===== config.mk =====
export PLATFORM = sky130hd
export DESIGN_NAME = code_enroll
export DESIGN_NICKNAME = d
export VERILOG_FILES = /design/src/rtl/code_enroll.sv
export SDC_FILE = /design/constraint.sdc
export NUM_CORES = 1
export LEC_CHECK = 0
export ABC_AREA = 1
export CAP_MARGIN = 20
export CORE_MARGIN = 4
export CORE_UTILIZATION = 35
export CTS_CLUSTER_DIAMETER = 60
export DETAILED_ROUTE_END_ITERATION = 10
export DONT_BUFFER_PORTS = 1
export SETUP_SLACK_MARGIN = 0.5
export SYNTH_ARGS = -nofsm -noshare
export SYNTH_HDL_FRONTEND = slang
export SYNTH_SLANG_ARGS = --single-unit

===== constraint.sdc =====
create_clock -name clk -period 7.6 [get_ports clk]
set_input_delay 2.28 -clock clk [delete_from_list [all_inputs] [get_ports clk]]
set_output_delay 2.28 -clock clk [all_outputs]
set_load 0.01 [all_outputs]

===== src/rtl/code_enroll.sv =====
// code_enroll: enrolment writer for the 4-digit password checker.
// Turns one-hot switch presses into digits, runs a "new code / confirm code"
// two-pass FSM, and commits a matching code to the register the checker reads.
// Drives five active-low seven-segment digits (gfedcba).
// Optional feature: define CODE_ENROLL_TIMEOUT_EN to abort an entry that sees
// no event for TIMEOUT_TICKS tick periods.
module code_enroll #(
  parameter logic [15:0] DEFAULT_CODE  = 16'h2016,
  parameter int          TIMEOUT_TICKS = 10
) (
  input  logic        clk,
  input  logic        rst_n,
  input  logic        tick,
  input  logic [0:9]  switches,
  input  logic        set_btn,
  output logic [15:0] code,
  output logic        code_update,
  output logic [6:0]  hex0,
  output logic [6:0]  hex1,
  output logic [6:0]  hex2,
  output logic [6:0]  hex3,
  output logic [6:0]  hex4
);

  // FSM encoding; NEW0..NEW3 and CONF0..CONF3 are consecutive so "+1" advances
  // and NEW3+1 lands on CONF0.
  localparam logic [3:0] IDLE  = 4'd0;
  localparam logic [3:0] NEW0  = 4'd1;
  localparam logic [3:0] NEW3  = 4'd4;
  localparam logic [3:0] CONF0 = 4'd5;
  localparam logic [3:0] CONF3 = 4'd8;
  localparam logic [3:0] SAVED = 4'd9;
  localparam logic [3:0] ERROR = 4'd10;

  // Segment patterns, gfedcba, active-low.
  localparam logic [6:0] SEG_BLANK = 7'h7F;
  localparam logic [6:0] SEG_DASH  = 7'b0111111;
  localparam logic [6:0] SEG_N     = 7'b0101011;
  localparam logic [6:0] SEG_C     = 7'b1000110;
  localparam logic [6:0] SEG_D     = 7'b0100001;
  localparam logic [6:0] SEG_O     = 7'b0100011;
  localparam logic [6:0] SEG_E     = 7'b0000110;
  localparam logic [6:0] SEG_R     = 7'b0101111;

  // Edge-detect history
  logic [0:9] sw_prev;
  logic       set_prev;

  // FSM state and staging; stage[0] is digit 1 and lands in code[15:12]
  logic [3:0]       state;
  logic [3:0]       state_next;
  logic [0:3][3:0]  stage;
  logic [0:3][3:0]  stage_next;
  logic             mismatch;
  logic             mismatch_next;
  logic             commit;

  // Display registers, index i drives hex<i>
  logic [6:0] hex_q    [0:4];
  logic [6:0] hex_next [0:4];

  // Event decode
  logic [0:9] press;
  logic [9:0] press_flat;
  logic       set_edge;
  logic       any_press;
  logic       is_invalid;
  logic       is_digit;
  logic [3:0] digit_val;
  logic       any_event;

  // State classification
  logic       in_new;
  logic       in_conf;
  logic [1:0] new_idx;
  logic [1:0] conf_idx;
  logic       conf_mm;

  // Rising edges relative to the history captured at the previous tick
  always_comb begin
    press      = switches & ~sw_prev;
    press_flat = press;
    set_edge   = set_btn & ~set_prev;
    any_press  = |press_flat;
    // Clearing the lowest set bit leaves something only when two or more are set.
    is_invalid = |(press_flat & (press_flat - 10'd1));
    is_digit   = any_press & ~is_invalid;
    any_event  = set_edge | any_press;
  end

  // One-hot to decimal encoder; only meaningful when is_digit is set
  logic [3:0] enc_terms [0:9];
  genvar gi;
  generate
    for (gi = 0; gi < 10; gi++) begin : g_enc
      assign enc_terms[gi] = press[gi] ? 4'(gi) : 4'd0;
    end
  endgenerate

  // OR-reduce the encoder terms into the digit value
  always_comb begin
    digit_val = 4'd0;
    for (int i = 0; i < 10; i++) begin
      digit_val = digit_val | enc_terms[i];
    end
  end

  // Decode which entry pass the current state belongs to
  always_comb begin
    in_new   = (state >= NEW0) && (state <= NEW3);
    in_conf  = (state >= CONF0) && (state <= CONF3);
    new_idx  = 2'(state - NEW0);
    conf_idx = 2'(state - CONF0);
    conf_mm  = mismatch | (digit_val != stage[conf_idx]);
  end

`ifdef CODE_ENROLL_TIMEOUT_EN
  localparam int TW = $clog2(TIMEOUT_TICKS + 1);
  logic [TW-1:0] idle_cnt;
  logic [TW-1:0] idle_cnt_next;
`endif

  // Next-state, staging and commit decision for one tick
  always_comb begin
    state_next    = state;
    stage_next    = stage;
    mismatch_next = mismatch;
    commit        = 1'b0;
`ifdef CODE_ENROLL_TIMEOUT_EN
    idle_cnt_next = '0;
`endif
    if (state == IDLE) begin
      if (set_edge) begin
        state_next    = NEW0;
        stage_next    = '0;
        mismatch_next = 1'b0;
      end
    end else if (in_new || in_conf) begin
      // set_edge outranks a digit arriving on the same tick
      if (set_edge) begin
        state_next    = NEW0;
        stage_next    = '0;
        mismatch_next = 1'b0;
      end else if (is_invalid) begin
        state_next = ERROR;
      end else if (is_digit) begin
        if (in_new) begin
          stage_next[new_idx] = digit_val;
          state_next          = state + 4'd1;
        end else if (state == CONF3) begin
          if (conf_mm) begin
            state_next = ERROR;
          end else begin
            state_next = SAVED;
            commit     = 1'b1;
          end
        end else begin
          mismatch_next = conf_mm;
          state_next    = state + 4'd1;
        end
      end
`ifdef CODE_ENROLL_TIMEOUT_EN
      else begin
        // Quiet tick inside an entry pass: count it, abort when the limit is hit
        if (idle_cnt == TW'(TIMEOUT_TICKS - 1)) begin
          state_next    = ERROR;
          stage_next    = '0;
          mismatch_next = 1'b0;
        end else begin
          idle_cnt_next = idle_cnt + 1'b1;
        end
      end
`endif
    end else if ((state == SAVED) || (state == ERROR)) begin
      // The exit event is swallowed; it never starts a new entry
      if (any_event) begin
        state_next = IDLE;
      end
    end else begin
      state_next = IDLE;
    end
  end

  // Dashes shown for the digits entered in the current pass, hex3 first
  logic [2:0] dash_cnt;
  logic [3:0] dash_on;

  always_comb begin
    dash_cnt = 3'd0;
    if ((state_next >= NEW0) && (state_next <= NEW3)) begin
      dash_cnt = 3'(state_next - NEW0);
    end else if ((state_next >= CONF0) && (state_next <= CONF3)) begin
      dash_cnt = 3'(state_next - CONF0);
    end
  end

  generate
    for (gi = 0; gi < 4; gi++) begin : g_dash
      // dash_on[gi] drives hex(3-gi)
      assign dash_on[gi] = (dash_cnt > 3'(gi));
    end
  endgenerate

  // Segment pattern for the state being entered
  always_comb begin
    for (int i = 0; i < 5; i++) begin
      hex_next[i] = SEG_BLANK;
    end
    if ((state_next >= NEW0) && (state_next <= CONF3)) begin
      hex_next[4] = (state_next <= NEW3) ? SEG_N : SEG_C;
      for (int i = 0; i < 4; i++) begin
        if (dash_on[i]) begin
          hex_next[3 - i] = SEG_DASH;
        end
      end
    end else if (state_next == SAVED) begin
      hex_next[3] = SEG_D;
      hex_next[2] = SEG_O;
      hex_next[1] = SEG_N;
      hex_next[0] = SEG_E;
    end else if (state_next == ERROR) begin
      hex_next[4] = SEG_E;
      hex_next[3] = SEG_R;
      hex_next[2] = SEG_R;
    end
  end

  // Tick-gated state, history, staging, code and display registers
  always_ff @(posedge clk or negedge rst_n) begin
    if (!rst_n) begin
      sw_prev  <= 10'h3FF;
      set_prev <= 1'b1;
      state    <= IDLE;
      stage    <= '0;
      mismatch <= 1'b0;
      code     <= DEFAULT_CODE;
      for (int i = 0; i < 5; i++) begin
        hex_q[i] <= SEG_BLANK;
      end
    end else if (tick) begin
      sw_prev  <= switches;
      set_prev <= set_btn;
      state    <= state_next;
      stage    <= stage_next;
      mismatch <= mismatch_next;
      if (commit) begin
        code <= stage_next;
      end
      for (int i = 0; i < 5; i++) begin
        hex_q[i] <= hex_next[i];
      end
    end
  end

  // Commit strobe lasts exactly one clk regardless of tick
  always_ff @(posedge clk or negedge rst_n) begin
    if (!rst_n) begin
      code_update <= 1'b0;
    end else begin
      code_update <= tick & commit;
    end
  end

`ifdef CODE_ENROLL_TIMEOUT_EN
  // Inactivity counter; held at zero outside the entry passes
  always_ff @(posedge clk or negedge rst_n) begin
    if (!rst_n) begin
      idle_cnt <= '0;
    end else if (tick) begin
      idle_cnt <= idle_cnt_next;
    end
  end
`endif

  assign hex0 = hex_q[0];
  assign hex1 = hex_q[1];
  assign hex2 = hex_q[2];
  assign hex3 = hex_q[3];
  assign hex4 = hex_q[4];

endmodule

==> flow_summary.json <==
{
  "row_count": 40,
  "slew_headroom_pct": 37.6,
  "clk_latency_ps": 330,
  "layout_common_cells": "300 x sky130_fd_sc_hd__nand2_1, 62 x sky130_fd_sc_hd__inv_1, 35 x sky130_fd_sc_hd__nand3_1",
  "h-tree-depth": 3,
  "detailedRoute.firstIterationViolations": 248,
  "vdd.ir_drop.worst_mv": 0.194,
  "critPathRequiredTime_ps": 7870,
  "syn_area_um2": 4330,
  "leakage_nw": 2.52,
  "cts_max_path_buffers": 2,
  "number_of_instances_in_the_synthesized_netlist": 642,
  "synthDistinctLibCells": 34,
  "detailroute.via_count": 3737,
  "report.final.hold_viol_count": 0,
  "effective_utilization_at_floorplan_pct": 35.9,
  "port_buffers": 0,
  "hold_path_depth": 2,
  "grt_first_pass_wirelength_um": 18000,
  "final.min_clock_period_ps": 4860,
  "floorplan.die.width_um": 119,
  "post-cts-setup-buffer-count": 0,
  "detail_route.wl_per_cell_um": 13.4,
  "detailed_place_hpwl_um": 7400,
  "ys_ff_latch": 59,
  "min_path_type": "reg -> reg",
  "final_total_power_w": 0.00171,
  "drt.antenna.violating_nets": 0,
  "cp-end-kind": "flip-flop",
  "cts_inserted_buffers": 9,
  "gr-usage-all-layers_pct": 15.5,
  "finalHoldWorstSlack_ps": 483,
  "place_congestion": 0.891,
  "clkSlewWorstSetupHoldPaths_ps": 50,
  "timing.critical_path.from_type": "primary input",
  "tns_ps": 0,
  "area_growth_syn_to_layout_pct": 7.92,
  "timing.rr.start": "state[0]",
  "clock.fmax_ghz": 0.206,
  "final_core_utilization_pct": 38.7,
  "detail_route.vias_per_cell": 4.70,
  "final_common_cell": "sky130_fd_sc_hd__nand2_1",
  "ys_seq_area_share_pct": 34.8,
  "worst_pin_slew_ps": 930,
  "finish.net_count": 647,
  "power_per_cell_area_nw_per_um2": 366,
  "routed_wirelength_um": 10700,
  "placement.setup.worst_slack_ps": 2260,
  "detail_route.first_pass.iterations": 5,
  "path_max_fanout": 21,
  "finalWorstSetupSlack_ps": 2740,
  "path_class": "in -> reg",
  "post-route-period-util_pct": 63.9,
  "clkSinkCount": 59,
  "grt_setup_unrepaired": "no",
  "critPathArrivalTime_ps": 5130,
  "ctsRootBufferMaster": "sky130_fd_sc_hd__clkbuf_16",
  "min_delay_worst_endpoint": "sw_prev[0]",
  "cts_resized": 0,
  "antenna_violations_before_repair": 0,
  "worst_setup_path_startpoint": "switches[5]",
  "largest_net_degree_at_the_start_of_global_routing": 60,
  "maxCapViolCount": 0,
  "gr-total-overflow": 0,
  "cts.hold.buffers_added": 0,
  "run_status": "finished, final reports clean",
  "rr_worst_depth": 24,
  "layout-drive-gt1-share_pct": 13.4,
  "worst_hold_startpoint": "sw_prev[0]",
  "overall_die_area_um2": 14200,
  "drcViolationCount": 0,
  "ios": 66,
  "cts_tree": "built",
  "num-fill-cells": 1294,
  "report.final.setup_viol": 0,
  "ys.warnings.count": 0,
  "worst_clock_skew_ps": 5.97,
  "first_global_vias": 3505,
  "postSynthAreaPerCell_um2": 6.75,
  "floorplan.core_area_um2": 12100,
  "slew_viol_final": 0,
  "reg2reg_to": "hex1[6]",
  "reg2reg_setup_slack_ps": 3570,
  "die_y_um": 119,
  "antenna_cells": 0
}
## cells in the mapped netlist, drive strengths merged
master / instances / area [um^2]
xnor2: 1 / 8.76
a21oi: 9 / 45.0
inv: 66 / 248
o211ai: 3 / 22.5
nand3: 40 / 240
nor4: 2 / 42.5
o22ai: 1 / 6.26
conb: 1 / 3.75
clkinv: 1 / 8.76
or2: 1 / 6.26
buf: 35 / 255
o21ai: 28 / 140
xor2: 1 / 8.76
nor2: 30 / 171
o21bai: 4 / 30.0
dfstp: 25 / 657
dfrtp: 34 / 851
clkbuf: 9 / 33.8
nand4: 21 / 131
ha: 11 / 138
nand2: 318 / 1270
o2111ai: 1 / 8.76
## power by group
| part | switching [W] | internal, W | total [W] |
|---|---|---|---|
| Sequential | 0.0000955 | 0.000400 | 0.000496 |
| Combinational | 0.000508 | 0.000215 | 0.000723 |
| Clock | 0.000144 | 0.000346 | 0.000490 |
## critical path, cell delays in order
cell and delay, ps:
sky130_fd_sc_hd__nand2_2 90, sky130_fd_sc_hd__nand2_4 80, sky130_fd_sc_hd__nor2_4 230, sky130_fd_sc_hd__nand2_1 80, sky130_fd_sc_hd__nand2_1 70, sky130_fd_sc_hd__nand2_2 60
sky130_fd_sc_hd__nor2_4 130, sky130_fd_sc_hd__nand2_4 90, sky130_fd_sc_hd__nor2_4 400, sky130_fd_sc_hd__o211ai_1 170, sky130_fd_sc_hd__o211ai_1 110, sky130_fd_sc_hd__nand2_1 90
sky130_fd_sc_hd__nand2_1 110, sky130_fd_sc_hd__inv_1 90, sky130_fd_sc_hd__ha_1 210, sky130_fd_sc_hd__inv_1 80, sky130_fd_sc_hd__nand2_1 70, sky130_fd_sc_hd__nor2_1 140
sky130_fd_sc_hd__nor2_1 80, sky130_fd_sc_hd__nand2_1 90, sky130_fd_sc_hd__nand3_1 130, sky130_fd_sc_hd__nand2_1 110, sky130_fd_sc_hd__nand3_1 80, sky130_fd_sc_hd__nand2_1 60
## metrics by stage
step | instance area [um^2] | instances
2_1_floorplan | 4370 | 653
3_3_place_gp | 4300 | 778
3_5_place_dp | 4300 | 778
4_1_cts | 4660 | 794
6_report | 4670 | 795
5_1_grt | 4670 | 795
## logic make-up after synthesis
logic type | synth area share, %
flip-flops | 34.8
XOR/XNOR | 0.405
adder cells (fa/ha/maj) | 3.18
AND/OR/NAND/NOR | 43.1
AO/OA/AOI/OAI | 5.84
buffers and inverters | 12.6
other | 0.0866
## state kept, by name, indices dropped and copies added, names as in the netlist, 2 cells and up
name,cells
sw_prev,10
code,16
hex2,2
hex0,2
hex4,4
state,4
stage,16
## per-layer routing
layer	GRT usage [%]	up-vias	part of all wire, %
met1	21.6	1723	48
met4	5.00	0	1.1
met5	0	-	0
li1	-	1927	-
met2	23.7	76	46
met3	3.61	11	5.2
## worst max-delay path by stage
stage	to	slack, ps	depth (start not counted)
3_3_place_gp	hex3[6]	2510	20
3_5_place_dp	hex1[6]	2260	20
2_1_floorplan	hex3[6]	3070	25
6_report	hex1[6]	2740	24
5_1_grt	hex1[6]	2400	24
4_1_cts	hex1[6]	2590	20
## layout make-up
cell class	instances	area, um^2	share of cell area (%)
multi-input cells	483	2320	49.6
clock inverters	4	95.1	2.03
repair buffers	2	18.8	0.402
well taps	168	210	4.50
clock buffers	12	267	5.70
flip-flops and latches	59	1510	32.3
inverters	67	256	5.49
No activity file was read; power rests on OpenSTA's default activity.
